[src/rtl/alu_mul_seq.sv]
// ---------------------------------------------------------------------------
// alu_mul_seq
// Sequential radix-2 shift-and-add unsigned 64x64 multiplier. Each operation
// runs for exactly 64 iterations and reports the low 64 bits of the product
// plus a flag telling whether the full 128-bit product reached 2^64.
//
// Ports
//   clk      in   1  rising-edge clock
//   rst_n    in   1  asynchronous active-low reset
//   start    in   1  operation request, accepted in IDLE or DONE
//   a        in  64  unsigned multiplicand, latched on accept
//   b        in  64  unsigned multiplier, latched on accept
//   busy     out  1  high while an operation is iterating
//   done     out  1  one-cycle pulse, product/overflow valid
//   product  out 64  low 64 bits of a*b
//   overflow out  1  full product a*b >= 2^64
// ---------------------------------------------------------------------------
module alu_mul_seq (
    input  logic        clk,
    input  logic        rst_n,
    input  logic        start,
    input  logic [63:0] a,
    input  logic [63:0] b,
    output logic        busy,
    output logic        done,
    output logic [63:0] product,
    output logic        overflow
);

    typedef enum logic [1:0] {
        ST_IDLE = 2'd0,
        ST_RUN  = 2'd1,
        ST_DONE = 2'd2
    } state_t;

    state_t      r_state;
    logic [63:0] r_acc;
    logic [63:0] r_mcand;
    logic [63:0] r_mplier;
    logic [5:0]  r_cnt;
    logic        r_lost;
    logic        r_ovf;
    logic        r_busy;
    logic        r_done;
    logic [63:0] r_product;
    logic        r_overflow;

    logic        w_accept;
    logic [64:0] w_sum;
    logic [63:0] w_acc_next;
    logic        w_ovf_next;
    logic        w_lost_next;

    // Next-iteration datapath: conditional add and sticky overflow/lost-bit update
    always_comb begin
        w_accept    = 1'b0;
        w_sum       = {1'b0, r_acc} + {1'b0, r_mcand};
        w_acc_next  = r_acc;
        w_ovf_next  = r_ovf;
        w_lost_next = r_lost | r_mcand[63];
        if ((r_state == ST_IDLE) || (r_state == ST_DONE)) begin
            w_accept = start;
        end else begin
            w_accept = 1'b0;
        end
        // The lost flag means an earlier shift already dropped a set bit, so
        // the multiplicand term being added is really >= 2^64.
        if (r_mplier[0]) begin
            w_acc_next = w_sum[63:0];
            w_ovf_next = r_ovf | w_sum[64] | r_lost;
        end else begin
            w_acc_next = r_acc;
            w_ovf_next = r_ovf;
        end
    end

    // Control FSM, iteration datapath and registered outputs
    always_ff @(posedge clk or negedge rst_n) begin
        if (!rst_n) begin
            r_state    <= ST_IDLE;
            r_acc      <= 64'd0;
            r_mcand    <= 64'd0;
            r_mplier   <= 64'd0;
            r_cnt      <= 6'd0;
            r_lost     <= 1'b0;
            r_ovf      <= 1'b0;
            r_busy     <= 1'b0;
            r_done     <= 1'b0;
            r_product  <= 64'd0;
            r_overflow <= 1'b0;
        end else if (w_accept) begin
            r_state  <= ST_RUN;
            r_acc    <= 64'd0;
            r_mcand  <= a;
            r_mplier <= b;
            r_cnt    <= 6'd0;
            r_lost   <= 1'b0;
            r_ovf    <= 1'b0;
            r_busy   <= 1'b1;
            r_done   <= 1'b0;
        end else begin
            case (r_state)
                ST_IDLE: begin
                    r_busy <= 1'b0;
                    r_done <= 1'b0;
                end
                ST_RUN: begin
                    r_acc    <= w_acc_next;
                    r_ovf    <= w_ovf_next;
                    r_lost   <= w_lost_next;
                    r_mcand  <= {r_mcand[62:0], 1'b0};
                    r_mplier <= {1'b0, r_mplier[63:1]};
                    r_cnt    <= r_cnt + 6'd1;
                    if (r_cnt == 6'd63) begin
                        r_state    <= ST_DONE;
                        r_busy     <= 1'b0;
                        r_done     <= 1'b1;
                        r_product  <= w_acc_next;
                        r_overflow <= w_ovf_next;
                    end else begin
                        r_busy <= 1'b1;
                        r_done <= 1'b0;
                    end
                end
                ST_DONE: begin
                    r_state <= ST_IDLE;
                    r_busy  <= 1'b0;
                    r_done  <= 1'b0;
                end
                default: begin
                    r_state <= ST_IDLE;
                    r_busy  <= 1'b0;
                    r_done  <= 1'b0;
                end
            endcase
        end
    end

    assign busy     = r_busy;
    assign done     = r_done;
    assign product  = r_product;
    assign overflow = r_overflow;

endmodule

[config.mk]
export PLATFORM = sky130hd
export DESIGN_NAME = alu_mul_seq
export DESIGN_NICKNAME = d
export VERILOG_FILES = /design/src/rtl/alu_mul_seq.sv
export SDC_FILE = /design/constraint.sdc
export NUM_CORES = 1
export LEC_CHECK = 0
export CAP_MARGIN = 20
export CORE_MARGIN = 2
export CORE_UTILIZATION = 60
export CTS_BUF_LIST = sky130_fd_sc_hd__clkbuf_8
export CTS_CLUSTER_DIAMETER = 80
export DETAILED_ROUTE_END_ITERATION = 12
export GPL_ROUTABILITY_DRIVEN = 0
export PLACE_DENSITY = 0.86
export SYNTH_ARGS = -nofsm -noshare
export SYNTH_HDL_FRONTEND = slang
export SYNTH_SLANG_ARGS = --single-unit
[constraint.sdc]
create_clock -name clk -period 4.6 [get_ports clk]
set_input_delay 0.69 -clock clk [delete_from_list [all_inputs] [get_ports clk]]
set_output_delay 0.69 -clock clk [all_outputs]
set_load 0.02 [all_outputs]
### Word level (Yosys, flattened, before mapping)

Cells that the tools add are included.

* logic and storage cells: 51
* memories: 0
* memory bits (read-only): 0
* bits of input ports: 131
* RAM bits: 0
* register bits: 269
* output and inout bits: 67
* bits in latches: 0

* add/subtract/negate cells: 2
* div/mod/pow operators: 0
* $mul: 0
* shift-type cells: 0
* mux-type cells: 24
* $lt $le $gt $ge: 0
* bitwise gates (word level): 4
* reductions and logical operators: 5
* equality and inequality tests: 5

Operator list (count)
* two-way mux 64 bit: 7
* adder 64 x 64 -> 65 bit: 1
* two-way mux 1 bit: 12
* two-way mux 6 bit: 2
* adder 6 x 1 -> 6 bit (second input constant): 1
* equality test 6 bit (second input constant): 1
* two-way mux 2 bit: 2
* one-hot mux 2 bit (2 select lines): 1
* inequality test 3 bit (second input constant): 1
* bitwise OR 1 bit: 3
* AND reduction 3 bit: 1
* equality test 2 x 1 -> 1 bit (second input constant): 1
* equality test 2 bit (second input constant): 1
* zero test 2 bit: 1
* inequality test 2 bit (second input constant): 1
* AND reduction 2 bit: 1
* nonzero test 2 bit: 1
* logical OR 1 bit: 1
* NOT 1 bit: 1

### Logic depth before layout (Yosys ltp)

* depth after elaboration: 6
* mapped depth: 12
* depth with buffers taken out: 12

### Least setup slack after synthesis

OpenSTA, ideal clock, no wires.

* path kind: register to register
* start point: register r_acc[0]
* end point: register r_product[42], in the netlist product[42]
* path slack: 1.761 ns
* stages on the path, launching flop included: 13
* setup time: 0.076 ns
* arrival: 2.763 ns
* required time: 4.524 ns
* buffers on the path: 0
* clock period less this slack: 2.839 ns
* cell sequence: dfrtp_1 ha_1 fa_1 a211oi_2 o31ai_4 nor4b_4 o2111ai_1 a211oi_1 or2_1 a41oi_1 xnor2_1 mux2i_1 o21ai_1

* cells in the longest elaborated chain, start to end: 2

Ends and longest elaborated chain
* start, declared: RTL line 37 `logic [63:0] r_acc;`
* start signal, assigned: RTL line 108 `r_acc <= w_acc_next;`
* adder 64 x 64 -> 65 bit: RTL line 57 `w_sum = {1'b0, r_acc} + {1'b0, r_mcand};`
* two-way mux 64 bit: RTL line 68 `if (r_mplier[0]) begin`
* end signal, assigned: RTL line 118 `r_product <= w_acc_next;`
* end, declared: RTL line 45 `logic [63:0] r_product;`

No other way between the ends.
A chain may end at the register's enable or synchronous reset.

### Worst setup path after layout

* start point: register r_acc[0]
* end point: register r_product[44], in the netlist product[44]

Same word-level chain as after synthesis.

==> run metrics <==
Fin Hold WS 0.0724 ns; final net count 2028; cell at the slowest stage of the critical path a21oi_1; cell count after placement roughly 2.1k; I/O Buffers between 150 and 200; synthesis-to-layout area growth 21.2%; RSZ-0062 raised after global routing false; Pint between 8000 and 9000 uW; dominant cell type by area after synthesis dfrtp_1; Post-CTS Setup Repair Bufs 0; final core occ roughly 74%; Worst setup SP type flip-flop; outcome finished, final reports clean; Synth top area share a little under half; asr flop ratio synth between 90% and 100%; final setup vio count 0; H-tree depth 2; die width approximately 160 um; hold buffer count at CTS 0; drc violations 0; sequential power share between 20% and 30%; die area 26100 um2; Critical Path AT 4.03 ns; io pins between 150 and 200; Fmax 282 MHz; initial antenna violation count 0; CP required between 5 and 6 ns; CP max stage delay 0.52 ns; Post-Syn Area around 15000 um2; core box area ~24000 um2; Bufs and invs on worst path 0; die extent in y roughly 160 um; period utilization about 77%; Num CTS Buffers 45; clock sink count 269; detailed placement HPWL around 27 mm; Cell variety after synth 68; Primary FF master, synth dfrtp_1; vias approximately 13k; initial drt markers 1334; Via density just over 6; CTS tree done; Comb power frac a little under three fifths; routed len/inst ~18 um; Pwr per Cell Area around 820 nW/um2; Worst VDD drop a little under 0.0005 V; clk_skew roughly 0.013 ns; most common cell after layout, fill and taps aside nand2_1; Clock Path Buffers 3; Rows 57; max cap viols 0; most frequent cells in the layout nand2_1, dfrtp_1, clkdlybuf4s50_1, a22oi_1, o21ai_0; Starting Density about three fifths; layout cells sized above 1 ~5.9%; Seq cells post-synth roughly 270; Sw Ratio between 40% and 50%; Psw 6820 uW; Max Slew Vio Count 0; number of global-route vias before repair 13.3k; worst path cell trace ha_1 -> fa_1 -> a211oi_2 -> o31ai_4 -> a21oi_1 -> o211ai_1 -> a21boi_1 -> o221ai_1 -> nand2b_1 -> nand2_1 -> xor2_1 -> a2bb2oi_1; Mapped Avg Cell Area just under 9 um2; EDFF count, synth 0; Slew headroom 31.2%; clock share of power 15.7%; post_cts resized 0; first-pass GRT wire length around 66 mm; overall global routing resource usage 31.0%; TNS Setup 0 ns; root buffer cell clkbuf_8; clock-pin slew on the worst setup and hold paths approximately 0.06 ns; antenna diode count 0; CP Capture Type flip-flop; post-layout min period about 3.6 ns; largest net degree at the start of global routing roughly 110; actual slew at the worst max-slew pin 1.03 ns; Yosys Warn Count 0; Final Hold Fails 0; Synthesized Nets around 1.9k; gr ovfl total 0; Final ANT Viol Nets 0; TritonRoute pass-1 iters 8; worst min path class in2async; crit-path max FO 4; cell family with most CP delay compound AO/OA/AOI/OAI gates; Leak between 0.008 and 0.009 uW; non-filler instance count after layout roughly 2.2k; Clk Latency, worst-skew pair 0.58 ns; Worst Setup Path Type reg2reg; synth top area cells dfrtp_1, nand2_1, a22oi_1; Seq/Total Area, Yosys 45.2%; Syn Inst Count about 1.7k; Total Routed Length about 40 mm
Yosys cell counts (4+ instances only):
| cell | instances |
|---|---|
| inv_1 | 26 |
| nand2_1 | 438 |
| xor2_1 | 28 |
| o21ai_1 | 11 |
| xnor2_1 | 36 |
| and3_1 | 7 |
| mux2i_1 | 54 |
| o211ai_1 | 5 |
| o221ai_1 | 6 |
| nand2b_1 | 7 |
| and2_1 | 7 |
| dfrtp_1 | 269 |
| a31oi_1 | 4 |
| a21o_1 | 20 |
| o21ai_0 | 119 |
| nand4_1 | 27 |
| buf_1 | 11 |
| a22oi_1 | 126 |
| a211oi_1 | 10 |
| nor3b_1 | 5 |
| clkbuf_1 | 88 |
| nor3_1 | 13 |
| a41oi_1 | 4 |
| buf_2 | 7 |
| o21a_1 | 5 |
| a22o_1 | 13 |
| nor2b_1 | 5 |
| nand3_1 | 51 |
| a21oi_1 | 82 |
| nor2_1 | 62 |
| o21bai_1 | 15 |
| ha_1 | 65 |
area by class of cell:
| class | instances | area, um2 |
|---|---|---|
| fillers | 1758 | 6260 |
| clock inverters | 23 | 183 |
| flip-flops and latches | 269 | 6740 |
| clock buffers | 59 | 812 |
| multi-input cells | 1276 | 7670 |
| repair buffers | 213 | 2150 |
| well taps | 324 | 405 |
| inverters | 26 | 97.6 |
flip-flops by register name, indices dropped and copies added, names as in the netlist:
register and cells:
busy 1, done 1, overflow 1, product 64, r_acc 64, r_cnt 6
r_lost 1, r_mcand 64, r_mplier 64, r_ovf 1, r_state 2
power groups by stage:
stage | Clock [uW] | Sequential, uW | Combinational (uW)
final | 2320 | 4310 | 8190
after global routing | 2450 | 4420 | 9010
after floorplan | 0 | 4270 | 5700
after global placement | 0 | 4250 | 7750
after detailed placement | 0 | 4300 | 7980
after CTS | 2350 | 4280 | 8070
per-layer routing:
metal	GRT usage [%]	wire length [um]	vias to the layer above
met1	41.4	16600	6377
met3	8.04	4130	123
li1	-	-	6221
met5	0	0	-
met2	48.8	18400	695
met4	11.8	1450	0
kinds of logic (layout without fill, tap and decap cells):
group | count (synthesis) | after routing | synth area share (%)
XOR/XNOR | 64 | 64 | 3.76
multiplexers | 56 | 56 | 3.78
buffers and inverters | 135 | 321 | 3.49
adder cells (fa/ha/maj) | 66 | 66 | 5.60
AND/OR/NAND/NOR | 637 | 637 | 18.1
AO/OA/AOI/OAI | 453 | 453 | 20.0
flip-flops | 269 | 269 | 45.2
final timing paths:
check / to / slack, ns / start / depth (start not counted)
worst min-delay path: product[22] / 0.07 / rst_n / 1
worst max register to register: product[44] / 1.05 / r_acc[0] / 12
min in group clk: r_mplier[13] / 0.48 / r_mplier[13] / 2
max in group asynchronous: r_mplier[0] / 3.54 / rst_n / 2
worst max-delay path: product[44] / 1.05 / r_acc[0] / 12
worst min register to register: r_mplier[13] / 0.48 / r_mplier[13] / 2
metrics by stage:
stage | setup slack, ns | power [uW] | area [um2]
3_5_place_dp | 1.25 | 12300 | 17000
4_1_cts | 1.15 | 14700 | 18000
2_1_floorplan | 1.76 | 9970 | 14900
5_1_grt | 0.945 | 15900 | 18100
3_3_place_gp | 1.39 | 12000 | 17000
6_report | 1.05 | 14800 | 18100
(Power assumes the default switching activity.)
